<file path="config.mk">
export PLATFORM = sky130hd
export DESIGN_NAME = apb_timer_multi_flat
export DESIGN_NICKNAME = d
export VERILOG_FILES = /design/src/rtl/apb_timer_multi_if.sv /design/src/rtl/apb_timer_multi.sv /design/src/flat_wrapper.sv
export SDC_FILE = /design/constraint.sdc
export NUM_CORES = 1
export LEC_CHECK = 0
export BUFFER_PORTS_ARGS = -buffer_cell sky130_fd_sc_hd__buf_2
export CORE_MARGIN = 2
export CORE_UTILIZATION = 26
export DETAILED_ROUTE_END_ITERATION = 8
export REMOVE_ABC_BUFFERS = 1
export SETUP_SLACK_MARGIN = 0.15
export SYNTH_ARGS = -nofsm -noshare
export SYNTH_HDL_FRONTEND = slang
export SYNTH_SLANG_ARGS = --single-unit
</file>
<file path="constraint.sdc">
create_clock -name clk_i -period 2.4 [get_ports clk_i]
set_clock_uncertainty 0.05 [all_clocks]
set_input_delay 0.36 -clock clk_i [delete_from_list [all_inputs] [get_ports clk_i]]
set_output_delay 0.36 -clock clk_i [all_outputs]
set_load 0.01 [all_outputs]
</file>
<file path="src/rtl/apb_timer_multi_if.sv">
// APB slave bus bundle for the multi-channel timer.
// The master drives address, control and write data; the slave returns read data and ready.
interface apb_timer_multi_if;
  logic [7:0]  apb_paddr_s;
  logic        apb_pwrite_s;
  logic        apb_psel_s;
  logic        apb_penable_s;
  logic [31:0] apb_pwdata_s;
  logic [31:0] apb_prdata_s;
  logic        apb_pready_s;

  modport master (
    output apb_paddr_s, apb_pwrite_s, apb_psel_s, apb_penable_s, apb_pwdata_s,
    input  apb_prdata_s, apb_pready_s
  );

  modport slave (
    input  apb_paddr_s, apb_pwrite_s, apb_psel_s, apb_penable_s, apb_pwdata_s,
    output apb_prdata_s, apb_pready_s
  );
endinterface

</file>
<file path="src/rtl/apb_timer_multi.sv">
// NUM_CH independent prescaled up-counters with compare match, one-shot mode,
// sticky W1C tick flags and maskable interrupts behind a zero-wait APB slave.
module apb_timer_multi #(
  parameter int NUM_CH = 4,
  parameter int CNT_W  = 32,
  parameter int PSC_W  = 8
) (
  input  logic              clk_i,
  input  logic              rst_i,
  apb_timer_multi_if.slave  apb,
  output logic [NUM_CH-1:0] irq_o,
  output logic              irq_any_o
);

  logic              access_s;
  logic              wr_s;
  logic              rd_s;
  logic [3:0]        ch_idx_s;
  logic [1:0]        reg_idx_s;
  logic              irq_stat_hit_s;
  logic              irq_stat_wr_s;
  logic [31:0]       ch_rdata_s [NUM_CH];
  logic [NUM_CH-1:0] tick_s;
  logic [NUM_CH-1:0] irq_nxt_s;
  logic [NUM_CH-1:0] irq_r;
  logic              irq_any_r;
  logic [31:0]       rd_acc_s;
  logic [31:0]       prdata_s;
  logic              unused_s;

  // Bus phase and address decode
  always_comb begin
    access_s       = apb.apb_psel_s & apb.apb_penable_s;
    wr_s           = access_s & apb.apb_pwrite_s;
    rd_s           = access_s & ~apb.apb_pwrite_s;
    ch_idx_s       = apb.apb_paddr_s[7:4];
    reg_idx_s      = apb.apb_paddr_s[3:2];
    irq_stat_hit_s = (apb.apb_paddr_s[7:2] == 6'h3C);
    irq_stat_wr_s  = wr_s & irq_stat_hit_s;
  end

  assign unused_s = ^{apb.apb_paddr_s[1:0], apb.apb_pwdata_s};

  for (genvar n = 0; n < NUM_CH; n++) begin : g_ch
    localparam logic [3:0] CH_IDX = 4'(n);

    logic [CNT_W-1:0] cnt_r;
    logic [CNT_W-1:0] cmp_r;
    logic [PSC_W-1:0] psc_r;
    logic [PSC_W-1:0] psc_cnt_r;
    logic             ena_r;
    logic             mode_r;
    logic             irq_en_r;
    logic             tick_r;
    logic             sel_s;
    logic             cmp_we_s;
    logic             cfg_we_s;
    logic             clr_s;
    logic             w1c_s;
    logic             step_s;
    logic             match_s;
    logic             hw_set_s;
    logic             tick_nxt_s;
    logic             irq_en_nxt_s;
    logic [31:0]      rd_word_s;

    // Write strobes plus step/match events; clr suppresses the step on its edge
    always_comb begin
      sel_s        = (ch_idx_s == CH_IDX);
      cmp_we_s     = wr_s & sel_s & (reg_idx_s == 2'd1);
      cfg_we_s     = wr_s & sel_s & (reg_idx_s == 2'd2);
      clr_s        = cfg_we_s & apb.apb_pwdata_s[1];
      w1c_s        = (wr_s & sel_s & (reg_idx_s == 2'd3) & apb.apb_pwdata_s[0])
                   | (irq_stat_wr_s & apb.apb_pwdata_s[n]);
      step_s       = ena_r & (psc_cnt_r == psc_r) & ~clr_s;
      match_s      = (cnt_r == cmp_r);
      hw_set_s     = step_s & match_s;
      tick_nxt_s   = hw_set_s | (tick_r & ~w1c_s);
      irq_en_nxt_s = cfg_we_s ? apb.apb_pwdata_s[3] : irq_en_r;
    end

    // Channel state; a software CFG write overrides the one-shot ena clear
    always_ff @(posedge clk_i) begin
      if (rst_i) begin
        cnt_r     <= {CNT_W{1'b0}};
        cmp_r     <= {CNT_W{1'b1}};
        psc_r     <= {PSC_W{1'b0}};
        psc_cnt_r <= {PSC_W{1'b0}};
        ena_r     <= 1'b0;
        mode_r    <= 1'b0;
        irq_en_r  <= 1'b0;
        tick_r    <= 1'b0;
      end else begin
        if (cmp_we_s) begin
          cmp_r <= apb.apb_pwdata_s[CNT_W-1:0];
        end
        if (cfg_we_s) begin
          ena_r    <= apb.apb_pwdata_s[0];
          mode_r   <= apb.apb_pwdata_s[2];
          irq_en_r <= apb.apb_pwdata_s[3];
          psc_r    <= apb.apb_pwdata_s[8 +: PSC_W];
        end else if (hw_set_s & mode_r) begin
          ena_r <= 1'b0;
        end
        if (clr_s) begin
          cnt_r     <= {CNT_W{1'b0}};
          psc_cnt_r <= {PSC_W{1'b0}};
        end else if (step_s) begin
          psc_cnt_r <= {PSC_W{1'b0}};
          cnt_r     <= match_s ? {CNT_W{1'b0}} : cnt_r + CNT_W'(1'b1);
        end else if (ena_r) begin
          psc_cnt_r <= psc_cnt_r + PSC_W'(1'b1);
        end
        tick_r <= tick_nxt_s;
      end
    end

    // Per-channel read word for the selected register offset
    always_comb begin
      rd_word_s = 32'd0;
      case (reg_idx_s)
        2'd0: rd_word_s[CNT_W-1:0] = cnt_r;
        2'd1: rd_word_s[CNT_W-1:0] = cmp_r;
        2'd2: begin
          rd_word_s[0]          = ena_r;
          rd_word_s[2]          = mode_r;
          rd_word_s[3]          = irq_en_r;
          rd_word_s[8 +: PSC_W] = psc_r;
        end
        2'd3: rd_word_s[0] = tick_r;
        default: rd_word_s = 32'd0;
      endcase
    end

    assign ch_rdata_s[n] = sel_s ? rd_word_s : 32'd0;
    assign tick_s[n]     = tick_r;
    assign irq_nxt_s[n]  = tick_nxt_s & irq_en_nxt_s;
  end

  // Interrupt flops track the next tick/irq_en state so irq_o rises right after the match edge
  always_ff @(posedge clk_i) begin
    if (rst_i) begin
      irq_r     <= {NUM_CH{1'b0}};
      irq_any_r <= 1'b0;
    end else begin
      irq_r     <= irq_nxt_s;
      irq_any_r <= |irq_nxt_s;
    end
  end

  // Read data mux; only one channel word can be non-zero at a time
  always_comb begin
    rd_acc_s = 32'd0;
    for (int n = 0; n < NUM_CH; n++) begin
      rd_acc_s = rd_acc_s | ch_rdata_s[n];
    end
    rd_acc_s = rd_acc_s | (irq_stat_hit_s ? 32'(tick_s) : 32'd0);
    prdata_s = rd_s ? rd_acc_s : 32'd0;
  end

  assign apb.apb_prdata_s = prdata_s;
  assign apb.apb_pready_s = access_s;
  assign irq_o            = irq_r;
  assign irq_any_o        = irq_any_r;

endmodule
</file>
<file path="src/flat_wrapper.sv">
// flat-port wrapper written by rule: the top's interface ports become plain ports
module apb_timer_multi_flat 
#(
  parameter int NUM_CH = 4,
  parameter int CNT_W  = 32,
  parameter int PSC_W  = 8
)
  (clk_i, rst_i, irq_o, irq_any_o, apb_apb_paddr_s, apb_apb_pwrite_s, apb_apb_psel_s, apb_apb_penable_s, apb_apb_pwdata_s, apb_apb_prdata_s, apb_apb_pready_s);
  apb_timer_multi_if apb_i ();
  input  logic clk_i;
  input  logic rst_i;
  output logic [NUM_CH-1:0] irq_o;
  output logic irq_any_o;
  input wire logic [$bits(apb_i.apb_paddr_s)-1:0] apb_apb_paddr_s;
  input wire logic [$bits(apb_i.apb_pwrite_s)-1:0] apb_apb_pwrite_s;
  input wire logic [$bits(apb_i.apb_psel_s)-1:0] apb_apb_psel_s;
  input wire logic [$bits(apb_i.apb_penable_s)-1:0] apb_apb_penable_s;
  input wire logic [$bits(apb_i.apb_pwdata_s)-1:0] apb_apb_pwdata_s;
  output wire logic [$bits(apb_i.apb_prdata_s)-1:0] apb_apb_prdata_s;
  output wire logic [$bits(apb_i.apb_pready_s)-1:0] apb_apb_pready_s;
  assign apb_i.apb_paddr_s = apb_apb_paddr_s;
  assign apb_i.apb_pwrite_s = apb_apb_pwrite_s;
  assign apb_i.apb_psel_s = apb_apb_psel_s;
  assign apb_i.apb_penable_s = apb_apb_penable_s;
  assign apb_i.apb_pwdata_s = apb_apb_pwdata_s;
  assign apb_apb_prdata_s = apb_i.apb_prdata_s;
  assign apb_apb_pready_s = apb_i.apb_pready_s;
  apb_timer_multi #(.NUM_CH(NUM_CH), .CNT_W(CNT_W), .PSC_W(PSC_W)) u_core (.clk_i(clk_i), .rst_i(rst_i), .apb(apb_i), .irq_o(irq_o), .irq_any_o(irq_any_o));
endmodule
</file>
### Yosys cells after proc, flatten, opt, wreduce, memory -nomap -nowiden

Cells that the tools add are included.

| word-level totals | value |
|---|---|
| register bits | 341 |
| bits of input ports | 45 |
| output and inout bits | 38 |

| cells by class | value |
|---|---|
| $add $sub $neg | 8 |
| equal/unequal tests | 15 |
| multiplexer cells | 46 |
| bitwise gates (word level) | 77 |
| reduce and logical (&&, ||, !) cells | 15 |

Operators with widths:

| kind | count |
|---|---|
| two-way mux 32 bit | 9 |
| adder 32 x 1 -> 32 bit (second input constant) | 4 |
| == test 32 bit | 4 |
| bitwise OR 32 bit | 4 |
| case mux 16 bit (2 select lines) | 4 |
| case mux 8 bit (3 select lines) | 4 |
| bitwise AND 1 bit | 56 |
| adder 8 x 1 -> 8 bit (second input constant) | 4 |
| == test 8 bit | 4 |
| case mux 4 bit (2 select lines) | 4 |
| case mux 2 bit (3 select lines) | 4 |
| case mux 1 bit (4 select lines) | 4 |
| two-way mux 1 bit | 12 |
| OR reduction 3 bit | 4 |
| inverter 1 bit | 9 |
| == test 4 x 2 -> 1 bit (second input constant) | 2 |
| bitwise OR 1 bit | 8 |
| case mux 1 bit (2 select lines) | 4 |
| nonzero test 2 bit | 4 |
| OR reduction 2 bit | 4 |
| == test 6 bit (second input constant) | 1 |
| == test 2 bit (second input constant) | 2 |
| == test 4 x 1 -> 1 bit (second input constant) | 1 |
| zero test 4 bit | 1 |
| 4 further kinds | 4 |

### Depth between registers and ports, before layout

Gate-level depths: netlist of run 1.

| depth | value |
|---|---|
| word-level depth | 11 |
| mapped depth | 9 |

### Least setup slack after synthesis of run 1

No wires, ideal clock.

| path | value |
|---|---|
| kind | input port to output port |
| start point | in apb_apb_paddr_s[3] |
| end point | out apb_apb_prdata_s[10] |
| arrival time | 2011 ps |
| data required time | 1990 ps |
| setup slack | -21 ps |
| stages on the path | 7 |
| cell sequence | clkbuf_1 buf_2 buf_1 mux2i_1 o21ai_0 a221oi_1 nor2_1 |

| between the ends | value |
|---|---|
| cells in the longest elaborated chain, start to end | 8 |

RTL lines:

| item | RTL line | RTL |
|---|---|---|
| from (decl) | flat_wrapper.sv:14 | `input wire logic [$bits(apb_i.apb_paddr_s)-1:0] apb_apb_paddr_s;` |
| == test 2 bit (tied with other cells) | apb_timer_multi.sv:121 | `case (reg_idx_s)` |
| case mux 8 bit (3 select lines) | apb_timer_multi.sv:121 |  |
| two-way mux 32 bit | apb_timer_multi.sv:135 | `assign ch_rdata_s[n] = sel_s ? rd_word_s : 32'd0;` |
| bitwise OR 32 bit (2 in series) | apb_timer_multi.sv:155 | `rd_acc_s = rd_acc_s \| ch_rdata_s[n];` |
| bitwise OR 32 bit (*) | apb_timer_multi.sv:155 |  |
| bitwise OR 32 bit (*) | apb_timer_multi.sv:157 | `rd_acc_s = rd_acc_s \| (irq_stat_hit_s ? 32'(tick_s) : 32'd0);` |
| two-way mux 32 bit (*) | apb_timer_multi.sv:158 | `prdata_s = rd_s ? rd_acc_s : 32'd0;` |
| to (decl) | flat_wrapper.sv:19 | `output wire logic [$bits(apb_i.apb_prdata_s)-1:0] apb_apb_prdata_s;` |

Mark *: on every way between the ends. The rest lies on a longest branch, timed or not.

### Final worst setup path of run 1

| path | value |
|---|---|
| start point | reg u_core.g_ch[1].cnt_r[14] |
| end point | out apb_apb_prdata_s[14] |

| between the ends | value |
|---|---|
| cells in the longest elaborated chain, start to end | 7 |

RTL lines:

| item | RTL line | RTL |
|---|---|---|
| from (decl) | apb_timer_multi.sv:47 | `logic [CNT_W-1:0] cnt_r;` |
| from (signal assigned) | apb_timer_multi.sv:85 | `cnt_r <= {CNT_W{1'b0}};` |
| from (signal assigned) | apb_timer_multi.sv:106 | `cnt_r <= {CNT_W{1'b0}};` |
| from (signal assigned) | apb_timer_multi.sv:110 | `cnt_r <= match_s ? {CNT_W{1'b0}} : cnt_r + CNT_W'(1'b1);` |
| case mux 8 bit (3 select lines) | apb_timer_multi.sv:121 |  |
| two-way mux 32 bit | apb_timer_multi.sv:135 |  |
| bitwise OR 32 bit (3 in series) | apb_timer_multi.sv:155 |  |
| bitwise OR 32 bit | apb_timer_multi.sv:157 |  |
| two-way mux 32 bit | apb_timer_multi.sv:158 |  |

No other way between the ends.

==> summary.md, run 1 <==
| Metric | Value |
|---|---|
| Crit path required time | `1990 ps` |
| Yosys warns | `0` |
| CTS Buf Count | `39` |
| Final nets | `roughly 2500` |
| Synth Flop Type | `dfxtp_1` |
| Post-synthesis sequential area ratio | `37.1%` |
| Netlist Area Pre-Place | `0.0184 mm^2` |
| CTS tree | `built` |
| Hold EP | `u_core.g_ch[1].cmp_r[31]$_SDFFE_PP1P_` |
| Core box area | `roughly 0.070 mm^2` |
| Initial core utilization | `between 20% and 30%` |
| Synth cell types | `between 60 and 70` |
| DR pass1 iterations | `6` |
| Total gr overflow | `0` |
| Slew margin rel. | `around 55%` |
| # rows | `a little under 100` |
| IO Port Bufs | `80` |
| Final Hold Vio Count | `0` |
| RR Endpoint | `u_core.g_ch[1].cnt_r[12]$_SDFFE_PP0P_` |
| Lkg Pwr | `9.08 nW` |
| Pre-CTS WS | `-259 ps` |
| CP peak stage delay | `350 ps` |
| Routed length per instance | `roughly 20 um` |
| Total GRT Usage | `between 10% and 20%` |
| Max-slew violations | `0` |
| Gpl congestion | `approximately 0.9` |
| Failing checks | `negative setup slack` |
| Worst r2r path cells | `8` |
| Final WL | `~69000 um` |
| Biggest area consumer among synthesized cells | `dfxtp_1` |
| Layout area overhead | `39.8%` |
| Die height | `approximately 270 um` |
| VDD IR-drop max | `0.000350 V` |
| CP cell instances | `mux2i_2 -> nor2_1 -> a21oi_2 -> o22ai_2 -> a221oi_2 -> nor2_1 -> buf_4 -> buf_6` |
| Outcome | `finished with violations` |
| Synth top area share | `between 30% and 40%` |
| Syn Area/Cell | `roughly 8.4 um^2` |
| Final worst path period need | `around 2400 ps` |
| I/O pin cnt | `83` |
| Crit path DAT | `between 2000 and 2500 ps` |
| H-tree levels | `2` |
| Initial antenna violation count | `3` |
| Crit end category | `primary output` |
| DP Cell Count | `around 3300` |
| Crit path launch type | `flip-flop` |
| Most common cell on crit path | `nor2_1` |
| Slowest cell on crit path | `dfxtp_4` |
| # clock sinks | `~340` |
| Hold_ws | `between 80 and 90 ps` |
| Largest cells by area after synthesis | `dfxtp_1 (37%), mux2i_1 (9.4%), xor2_1 (7.6%)` |
| # setup viols final | `3` |
| R2r startpoint | `u_core.g_ch[1].psc_r[0]$_SDFFE_PP0N_` |
| Final Power | `between 0.01 and 0.015 W` |
| RSZ-0062 raised after global routing | `true` |
| Post-DR vias/cell | `roughly 5` |
| CP max FO | `2` |
| Post-synth EDFFs | `0` |
| First-pass GRT wire length | `about 100000 um` |
| HPWL Detailed | `between 40000 and 50000 um` |
| Die W | `approximately 270 um` |
| # Max-Cap Violations | `0` |
| Leading cell type in the layout, fill and taps excluded | `dfxtp_1` |
| Async set or reset register ratio after synthesis | `0%` |
| Clock Tree Root | `clkbuf_16` |
| Most frequent cells in the layout | `dfxtp_1 (283), buf_4 (252), nand2_1 (217), nor2_1 (208), xor2_1 (157)` |
| HP Start | `apb_apb_pwdata_s[31]` |
| DRT antenna net count | `0` |
| TNS Setup | `-38.6 ps` |
| Class of the worst hold path | `primary input to flip-flop` |
| Die ar. | `~0.073 mm^2` |
| Pwr/cell area | `about 520 mW/mm^2` |
| Vias in the first global route | `about 16000` |
| Critical path type | `flip-flop to primary output` |
| Reg2Reg Setup Slack | `roughly 120 ps` |
| Clk buf depth | `3` |
| Pin count of the biggest net entering global routing | `44` |
| Detailed Route Iter0 Violations | `about 1400` |
| Layout Cells excl Fill | `approximately 3400` |
| Clock Latency Late Sink | `about 560 ps` |
| Worst slew pin tran | `680 ps` |
| Cells after Synth | `approximately 2200` |
| Max Clk Rate | `a little over 0.4 GHz` |
| Setup WS post-layout | `-32.9 ps` |
| Hold Path Stages | `2` |
| Worst-path clk slew | `around 60 ps` |
| Share of layout cells above drive strength 1 | `a little over 30%` |
| Tcrit/Tclk final | `101%` |
| Via count | `roughly 17000` |
| #FFs+latches synth | `approximately 340` |
| # DRC | `0` |
[how the worst max path moves through the flow]
| stage | to | start | slack (ps) |
|---|---|---|---|
| floorplan | u_core.g_ch[0].cmp_r[0]$_SDFFE_PP1P_ | apb_apb_paddr_s[3] | -2250 |
| global placement | apb_apb_prdata_s[21] | apb_apb_paddr_s[3] | -250 |
| detailed placement | apb_apb_prdata_s[21] | apb_apb_paddr_s[3] | -260 |
| CTS | apb_apb_prdata_s[12] | u_core.g_ch[1].cnt_r[12]$_SDFFE_PP0P_ | -30 |
| global route | apb_apb_prdata_s[11] | u_core.g_ch[1].psc_r[3]$_SDFFE_PP0N_ | -110 |
| finish | apb_apb_prdata_s[14] | u_core.g_ch[1].cnt_r[14]$_SDFFE_PP0P_ | -30 |
[synthesized netlist by cell type (3+ instances only)]
master     count
nor4b_1        7
and4_1         7
nand4_1       82
dfxtp_1      341
and2_1         7
mux2i_1      173
a21oi_1       99
clkbuf_1     120
clkbuf_2      14
a211oi_1      22
nor3_1        42
o21ai_0       49
nand3_1       48
xnor2_1      124
a21o_1         5
a22oi_1        3
buf_1          9
xor2_1       160
a211o_1       66
nor2b_1       70
a221oi_1      10
buf_2         20
nand4bb_1      3
or3_1         24
o22ai_1       31
inv_1         23
nor2_1       245
nor4_1        43
mux2_2        19
nand2_1      218
nand2b_1       7
or4_1         12
o31ai_1       10
and3_1        27
ha_1           8
or2_2          4
[critical path, delay by kind of cell, from the launching register on]
family                 cells  cell delay (ps)
AO/OA/AOI/OAI              3              520
flip-flops                 1              350
buffers and inverters      2              260
multiplexers               1              180
AND/OR/NAND/NOR            2              160
[report_power, final]
group	total, W	internal (W)	switching (W)
sequential	0.00565	0.00564	0.00000564
clock	0.00667	0.00416	0.00251
combinational	0.00100	0.000413	0.000592
[metal layers]
metal  vias to the layer above  track usage, %  wire length (um)
li1                       8187               -                 -
met1                      8365            22.4             28300
met2                       547            30.8             33900
met3                       152            1.91              3610
met4                         0            6.40              2880
met5                         -               0                 0
[kinds of logic after synthesis]
family,after synthesis,share of synthesized area [%]
flip-flops,341,37.1
AND/OR/NAND/NOR,862,23.1
adder cells (fa/ha/maj),8,0.544
AO/OA/AOI/OAI,304,10.7
multiplexers,194,10.8
XOR/XNOR,284,13.5
buffers and inverters,191,4.25
[sequential cells by signal (all words and copies together), names as in the netlist]
name                   flops
u_core.g_ch.psc_cnt_r     32
u_core.irq_o               4
u_core.g_ch.ena_r          4
u_core.g_ch.irq_en_r       4
u_core.g_ch.cnt_r        128
u_core.irq_any_o           1
u_core.g_ch.psc_r         32
u_core.g_ch.cmp_r        128
u_core.g_ch.mode_r         4
u_core.g_ch.tick_r         4
[area by class of cell]
| type | count | area, um^2 |
|---|---|---|
| tap | 940 | 1180 |
| antenna | 2 | 5.00 |
| multi-input combinational | 1652 | 12300 |
| clock buffer | 61 | 1230 |
| fill | 6931 | 44300 |
| timing repair buffer | 403 | 3760 |
| sequential | 341 | 6940 |
| inverter | 24 | 90.1 |
| clock inverter | 8 | 194 |
[repair_timing]
item | 4_1_cts | 5_1_grt
setup endpoints to repair | 100 | 151
hold buffers | 0 | 0
buffers inserted | 35 | 24
gates cloned | 7 | 8
resized for setup | 242 | 206
pin swaps | 50 | 75
[per-stage QoR]
stage / cell area, um^2 / util, %
after floorplan: 17700 / -
after global placement: 21600 / 30.8
after detailed placement: 21600 / 30.8
after CTS: 24400 / 34.9
after global routing: 25700 / 36.7
final: 25700 / 36.7
No activity file was read; power rests on OpenSTA's default activity.
==> run 2, diff against run 1 <==
Settings changed: CTS_BUF_LIST set to sky130_fd_sc_hd__clkbuf_2 sky130_fd_sc_hd__clkbuf_4 sky130_fd_sc_hd__clkbuf_8, RECOVER_POWER set to 25.
==> run 2 against run 1 <==
Effect of this change: the run still ends with negative setup slack left; final cell count is 1.6% higher; sequential cell count stayed put; worst setup slack worse by 110 ps; register-to-register slack improved by 20 ps; design area decreased by 0.24%; clock power shrank 17%; worst hold slack worse by 30 ps; largest power group is now registers; core utilization fell by 0.089 points; critical path type unchanged.
==> summary.md, run 2 (synthesis gave the netlist of run 1 again) <==
| Metric | Value |
|---|---|
| Outcome | `finished with violations` |
| Failing checks | `negative setup slack` |
| Core box area | `0.0700 mm^2 (unchanged)` |
| Share of layout cells above drive strength 1 | `33.9% (+2.9 points)` |
| Flop pwr share | `46.3% (+3.9 points)` |
| Post-DR vias/cell | `4.95 (-1.5%)` |
| CTS tree | `built` |
| # clock sinks | `341 (unchanged)` |
| DR pass1 iterations | `7 (+1)` |
| Die W | `270 um (unchanged)` |
| Net Sw Frac | `25.2% (+1.9 points)` |
| Slowest cell on crit path | `dfxtp_4` |
| First-pass GRT wire length | `100000 um (+0.56%)` |
| HPWL Detailed | `48400 um (unchanged)` |
| # setup viols final | `14 (+11)` |
| Leading cell type in the layout, fill and taps excluded | `buf_4` |
| Switching power total | `0.00307 W (-1.2%)` |
| Pin count of the biggest net entering global routing | `44 (unchanged)` |
| Pwr/cell area | `475 mW/mm^2 (-8.3%)` |
| Layout Cells excl Fill | `3485 (+1.6%)` |
| Crit path DAT | `2130 ps (+110 ps)` |
| Final nets | `2560 (+1.8%)` |
| Most common cell on crit path | `nor2_1` |
| Critical path type | `flip-flop to primary output` |
| Class of the worst hold path | `primary input to flip-flop` |
| Initial core utilization | `26.3% (unchanged)` |
| Clk buf depth | `3 (unchanged)` |
| Max Clk Rate | `0.394 GHz (-4.2%)` |
| Regs by FF count | `u_core.g_ch.cmp_r: 128 flops, u_core.g_ch.cnt_r: 128 flops` |
| Clock Latency Late Sink | `670 ps (+110 ps)` |
| Routed length per instance | `19.5 um (-2.6%)` |
| # diodes | `0 (-2)` |
| Final WL | `67900 um (-1.1%)` |
| CP cell instances | `mux2i_2 -> nor2_1 -> a21oi_2 -> o22ai_2 -> a221oi_2 -> nor2_1 -> buf_4 -> buf_6` |
| Pre-CTS WS | `-259 ps (unchanged)` |
| Max-slew violations | `0 (unchanged)` |
| Vias in the first global route | `16600 (+2.3%)` |
| Die height | `270 um (unchanged)` |
| Crit path required time | `1990 ps (about the same)` |
| Final core occ | `36.7% (-0.089 points)` |
| H-tree levels | `2 (unchanged)` |
| I/O pin cnt | `83 (unchanged)` |
| Final worst path period need | `2540 ps (+107 ps)` |
| CP max FO | `2 (unchanged)` |
| Int Power | `0.00912 W (-11%)` |
| Die ar. | `0.0730 mm^2 (unchanged)` |
| Via count | `17300 (+0.081%)` |
| Slew margin rel. | `56.0% (+1.3 points)` |
| Final Hold Vio Count | `0 (unchanged)` |
| Most frequent cells in the layout | `buf_4 (256), dfxtp_1 (236), nand2_1 (217), nor2_1 (214), xor2_1 (159)` |
| VDD IR-drop max | `0.000279 V (-20%)` |
| Clock power share | `45.5% (-4.6 points)` |
| Lkg Pwr | `9.12 nW (+0.44%)` |
| Crit path launch type | `flip-flop` |
| Initial antenna violation count | `0 (-3)` |
| Clock Tree Root | `clkbuf_8` |
| CP peak stage delay | `340 ps (about the same)` |
| IO Port Bufs | `80 (unchanged)` |
| CTS Buf Count | `60 (+54%)` |
| DP Cell Count | `3286 (unchanged)` |
| Combinational Power Share | `8.2% (+0.7 points)` |
| # Max-Cap Violations | `0 (unchanged)` |
| Worst slew pin tran | `660 ps (-19.3 ps)` |
| DRT antenna net count | `0 (unchanged)` |
| # rows | `97 (unchanged)` |
| Detailed Route Iter0 Violations | `1320 (-2.8%)` |
| Layout area overhead | `39.4%` |
| Worst-path clk slew | `60 ps (about the same)` |
| Total GRT Usage | `17.8% (+0.14 points)` |
| # DRC | `0 (unchanged)` |
| Crit end category | `primary output` |
| Tcrit/Tclk final | `106% (+4.4 points)` |
| Setup WS post-layout | `-140 ps (-107 ps)` |
| RSZ-0062 raised after global routing | `true` |
| Gpl congestion | `0.903 (unchanged)` |
| Total gr overflow | `0 (unchanged)` |
## run 2: cell types whose count changed in the layout (fill, tap and decap cells not counted), moves of 15 or more
cell           delta
dfxtp_2          +37
dlygate4sd3_1    +19
clkbuf_16        -45
dfxtp_1          -47
clkbuf_8         +64
clkbuf_4         +15
## run 2: through the flow
stage / total power [W] / cell area, um^2 / hold WS (ps) / setup TNS [ps]
4_1_cts: 0.0122 / 24800 / 5.93 / -1370
2_1_floorplan: 0.00604 / 17700 / 379 / -391270
5_1_grt: 0.0126 / 25700 / 31.3 / -2210
3_5_place_dp: 0.00656 / 21600 / 437 / -17230
6_report: 0.0122 / 25700 / 58.3 / -950
3_3_place_gp: 0.00656 / 21600 / 430 / -15210
## run 2: worst max-delay path: cells and delay by family (launching register included)
family	cells	cell delay, ps
AND/OR/NAND/NOR	2	180
multiplexers	1	160
AO/OA/AOI/OAI	3	530
flip-flops	1	340
buffers and inverters	2	260
## run 2: layer usage
layer  global-route usage [%]  part of all wire, %  vias up
met5                        0                    0        -
met4                     6.13                  3.8        0
met3                     2.92                  5.5      140
met2                     31.0                   49      499
met1                     22.1                   42     8347
li1                         -                    -     8279
## run 2: power groups by stage
| stage | Clock, W | Sequential [W] | Combinational (W) |
|---|---|---|---|
| global placement | 0 | 0.00580 | 0.000762 |
| CTS | 0.00566 | 0.00564 | 0.000930 |
| floorplan | 0 | 0.00579 | 0.000247 |
| detailed placement | 0 | 0.00580 | 0.000761 |
| finish | 0.00555 | 0.00564 | 0.000996 |
| global route | 0.00591 | 0.00564 | 0.00103 |
## run 2: path summary, 6_finish.rpt
kind | startpoint | to | slack [ps] | depth (start not counted)
min | apb_apb_pwdata_s[19] | u_core.g_ch[1].cmp_r[19]$_SDFFE_PP1P_ | 60 | 3
max reg2reg | u_core.g_ch[1].psc_r[0]$_SDFFE_PP0N_ | u_core.g_ch[1].cnt_r[12]$_SDFFE_PP0P_ | 140 | 7
min reg2reg | u_core.g_ch[1].psc_r[4]$_SDFFE_PP0N_ | u_core.g_ch[1].psc_r[4]$_SDFFE_PP0N_ | 430 | 2
max | u_core.g_ch[1].cnt_r[11]$_SDFFE_PP0P_ | apb_apb_prdata_s[11] | -140 | 8
## run 2: cell type report
| cell class | instances | area (um^2) |
|---|---|---|
| Multi-Input combinational cell | 1652 | 12300 |
| Inverter | 24 | 90.1 |
| Sequential cell | 341 | 7030 |
| Clock buffer | 92 | 1170 |
| Tap cell | 940 | 1180 |
| Fill cell | 7020 | 44400 |
| Clock inverter | 8 | 40.0 |
| Timing Repair Buffer | 428 | 3820 |
## run 2: timing repair
item / CTS / global route
cloned: 4 / 4
setup buffers: 53 / 19
hold buffers: 19 / 0
resized for setup: 343 / 169
pin swaps: 64 / 64
endpoints found under the setup margin: 97 / 145
hold endpoints to repair: 63 / 0
==> run 3, diff against run 2 <==
Settings changed: ABC_AREA set to 1, CTS_CLUSTER_SIZE set to 25.
==> run 3 against run 2 <==
Effect of this change: the run now ends clean; design area rose by 2.5%; synthesized area is 7.0% higher; power is 5.9% higher; register-to-register slack better by 160 ps; combinational power hardly changed; final cell count grew 25%; core utilization is 1.4 points lower; clock power increased by 13%; sequential cell count unchanged.
==> summary.md, run 3 <==
| Metric | Value |
|---|---|
| Int Power | `0.00960 W (+5.3%)` |
| Detailed Route Iter0 Violations | `1619 (+23%)` |
| Core box area | `0.0747 mm^2 (+6.7%)` |
| Final Hold Vio Count | `0 (unchanged)` |
| Layout area overhead | `33.6%` |
| Post-route cell area | `0.0263 mm^2 (+2.5%)` |
| Clock Tree Root | `clkbuf_8` |
| Gpl congestion | `0.978 (+8.4%)` |
| Total gr overflow | `0 (unchanged)` |
| H-tree levels | `3 (+1)` |
| Pin count of the biggest net entering global routing | `64 (+45%)` |
| #FFs+latches synth | `341 (unchanged)` |
| Initial core utilization | `26.4% (+0.084 points)` |
| Post-DR vias/cell | `5.03 (+1.6%)` |
| Critical path type | `flip-flop to primary output` |
| Final nets | `3399 (+33%)` |
| Synth cell types | `53 (-13%)` |
| # Max-Cap Violations | `0 (unchanged)` |
| Flop pwr share | `43.6% (-2.7 points)` |
| RSZ-0062 raised after global routing | `true` |
| CTS tree | `built` |
| Die W | `279 um (+3.4%)` |
| Net Sw Frac | `25.6% (+0.36 points)` |
| Total GRT Usage | `20.1% (+2.3 points)` |
| Leading cell type in the layout, fill and taps excluded | `nand2_1` |
| Netlist Area Pre-Place | `0.0197 mm^2 (+7.0%)` |
| Pwr/cell area | `490 mW/mm^2 (+3.2%)` |
| # setup viols final | `0 (-14)` |
| Cells after Synth | `3027 (+39%)` |
| Largest cells by area after synthesis | `dfxtp_1 (35%), nand2_1 (18%), inv_1 (5.4%)` |
| Worst slew pin tran | `1120 ps (+462 ps)` |
| Via count | `21900 (+27%)` |
| Lkg Pwr | `10.2 nW (+12%)` |
| Most common cell in the netlist | `nand2_1` |
| Biggest area consumer among synthesized cells | `dfxtp_1` |
| I/O pin cnt | `83 (unchanged)` |
| DR pass1 iterations | `5 (-2)` |
| Outcome | `completed` |
| Worst-path clk slew | `60 ps (about the same)` |
| Post-Place Cell Area | `0.0223 mm^2 (+3.4%)` |
| # DRC | `0 (unchanged)` |
| Crit path launch type | `flip-flop` |
| Synth Flop Type | `dfxtp_1` |
| Share of layout cells above drive strength 1 | `27.4% (-6.5 points)` |
| Switching power total | `0.00330 W (+7.4%)` |
| Most frequent cells in the layout | `nand2_1 (903), nor2_1 (255), buf_4 (218), nand3_1 (206), inv_1 (196)` |
| Syn Area/Cell | `6.51 um^2 (-23%)` |
| Crit end category | `primary output` |
| TNS Setup | `0 ps (+950 ps)` |
| Async set or reset register ratio after synthesis | `0% (unchanged)` |
| CP max FO | `2 (unchanged)` |
| IO Port Bufs | `80 (unchanged)` |
| Crit path DAT | `1940 ps (-190 ps)` |
| Max-slew violations | `0 (unchanged)` |
| CTS Buf Count | `67 (+12%)` |
| Clock Latency Late Sink | `650 ps (-20 ps)` |
| Initial antenna violation count | `6 (+6)` |
| Clock power share | `48.7% (+3.2 points)` |
| Synth top area share | `34.7% (-2.4 points)` |
| Post-synth EDFFs | `0 (unchanged)` |
| DRT antenna net count | `0 (unchanged)` |
| Tcrit/Tclk final | `97.9% (-7.9 points)` |
| Regs by FF count | `u_core.g_ch.cmp_r: 128 flops, u_core.g_ch.cnt_r: 128 flops` |
| Routed length per instance | `18.7 um (-4.0%)` |
| Die height | `279 um (+3.4%)` |
| HPWL Detailed | `59500 um (+23%)` |
| Yosys warns | `0 (unchanged)` |
| Class of the worst hold path | `primary input to flip-flop` |
| Post-synthesis sequential area ratio | `34.7% (-2.4 points)` |
| Slew margin rel. | `25.2% (-31 points)` |
| Die ar. | `0.0780 mm^2 (+6.9%)` |
| Vias in the first global route | `20500 (+24%)` |
| First-pass GRT wire length | `120000 um (+20%)` |
| VDD IR-drop max | `0.000254 V (-9.2%)` |
| Combinational Power Share | `7.7% (-0.5 points)` |
| Max Clk Rate | `0.426 GHz (+8.1%)` |
| Final WL | `81500 um (+20%)` |
| Synth cell count leaders | `nand2_1 (938), dfxtp_1 (341), inv_1 (281)` |
| # clock sinks | `341 (unchanged)` |
| Final worst path period need | `2350 ps (-190 ps)` |
| Crit path required time | `1990 ps (about the same)` |
| Clk buf depth | `3 (unchanged)` |
| # rows | `100 (+3.1%)` |
| Fillcell total | `7941 (+13%)` |
[run 3: layer usage]
layer / track usage, % / wire (um)
met2: 33.7 / 38200
met5: 0 / 0
met3: 3.83 / 6490
met4: 9.43 / 3670
met1: 24.8 / 33200
[run 3: worst paths after layout]
| check | startpoint | endpoint | slack, ps | cells after the start |
|---|---|---|---|---|
| worst max register to register | u_core.g_ch[0].cnt_r[23]$_SDFFE_PP0P_ | u_core.g_ch[0].cnt_r[29]$_SDFFE_PP0P_ | 300 | 11 |
| worst max-delay path | u_core.g_ch[1].psc_r[3]$_SDFFE_PP0N_ | apb_apb_prdata_s[11] | 50 | 6 |
| worst min register to register | u_core.g_ch[0].cnt_r[19]$_SDFFE_PP0P_ | u_core.g_ch[0].cnt_r[19]$_SDFFE_PP0P_ | 410 | 1 |
| worst min-delay path | apb_apb_pwdata_s[18] | u_core.g_ch[2].cmp_r[18]$_SDFFE_PP1P_ | 40 | 3 |
[run 3: kinds of logic (layout without fill, tap and decap cells)]
logic type,count (synthesis),after routing,share of synthesized area [%]
other cells,0,1,0
xor+xnor,132,132,5.87
simple gates,1624,1625,35.0
compound gates,497,497,15.3
flops,341,341,34.7
buf+inv,425,783,8.64
fa+ha+maj,8,8,0.508
[run 3: cell type report]
type | count | area (um^2) | share of cell area [%]
Antenna cell | 1 | 2.50 | 0.00951
Clock buffer | 104 | 1310 | 4.96
Clock inverter | 5 | 75.1 | 0.285
Inverter | 298 | 1200 | 4.56
Multi-Input combinational cell | 2262 | 12200 | 46.3
Sequential cell | 341 | 7130 | 27.1
Tap cell | 969 | 1210 | 4.61
Timing Repair Buffer | 376 | 3200 | 12.2
[run 3: power groups by stage]
stage | Clock, W | Sequential [W] | Combinational, W
finish | 0.00628 | 0.00563 | 0.000994
global route | 0.00664 | 0.00562 | 0.00104
CTS | 0.00637 | 0.00564 | 0.000879
detailed placement | 0 | 0.00580 | 0.000748
global placement | 0 | 0.00580 | 0.000745
floorplan | 0 | 0.00580 | 0.000316
[run 3: stage by stage]
stage,worst slack [ps],std cells,hold slack [ps],utilization [%],power (W)
detailed placement,-196,4128,419,29.8,0.00655
global placement,-185,4128,414,29.8,0.00654
floorplan,-1850,2900,379,-,0.00611
finish,50.7,4356,41.6,35.2,0.0129
global route,-25.6,4356,51.5,35.2,0.0133
CTS,50.2,4305,17.7,33.9,0.0129
[run 3: critical path, stage by stage (launching register included)]
cell and delay [ps]:
dfxtp_2 330, inv_2 40, o211ai_1 350, nand2_1 180, a41oi_2 180, buf_4 150, buf_6 90
[run 3: timing repair]
item | in CTS | in global routing
setup buffers | 55 | 47
setup endpoints to repair | 37 | 57
hold buffers | 10 | 0
pin swaps | 88 | 76
gates cloned | 3 | 3
hold endpoints to repair | 37 | 0
gates resized for setup | 400 | 239
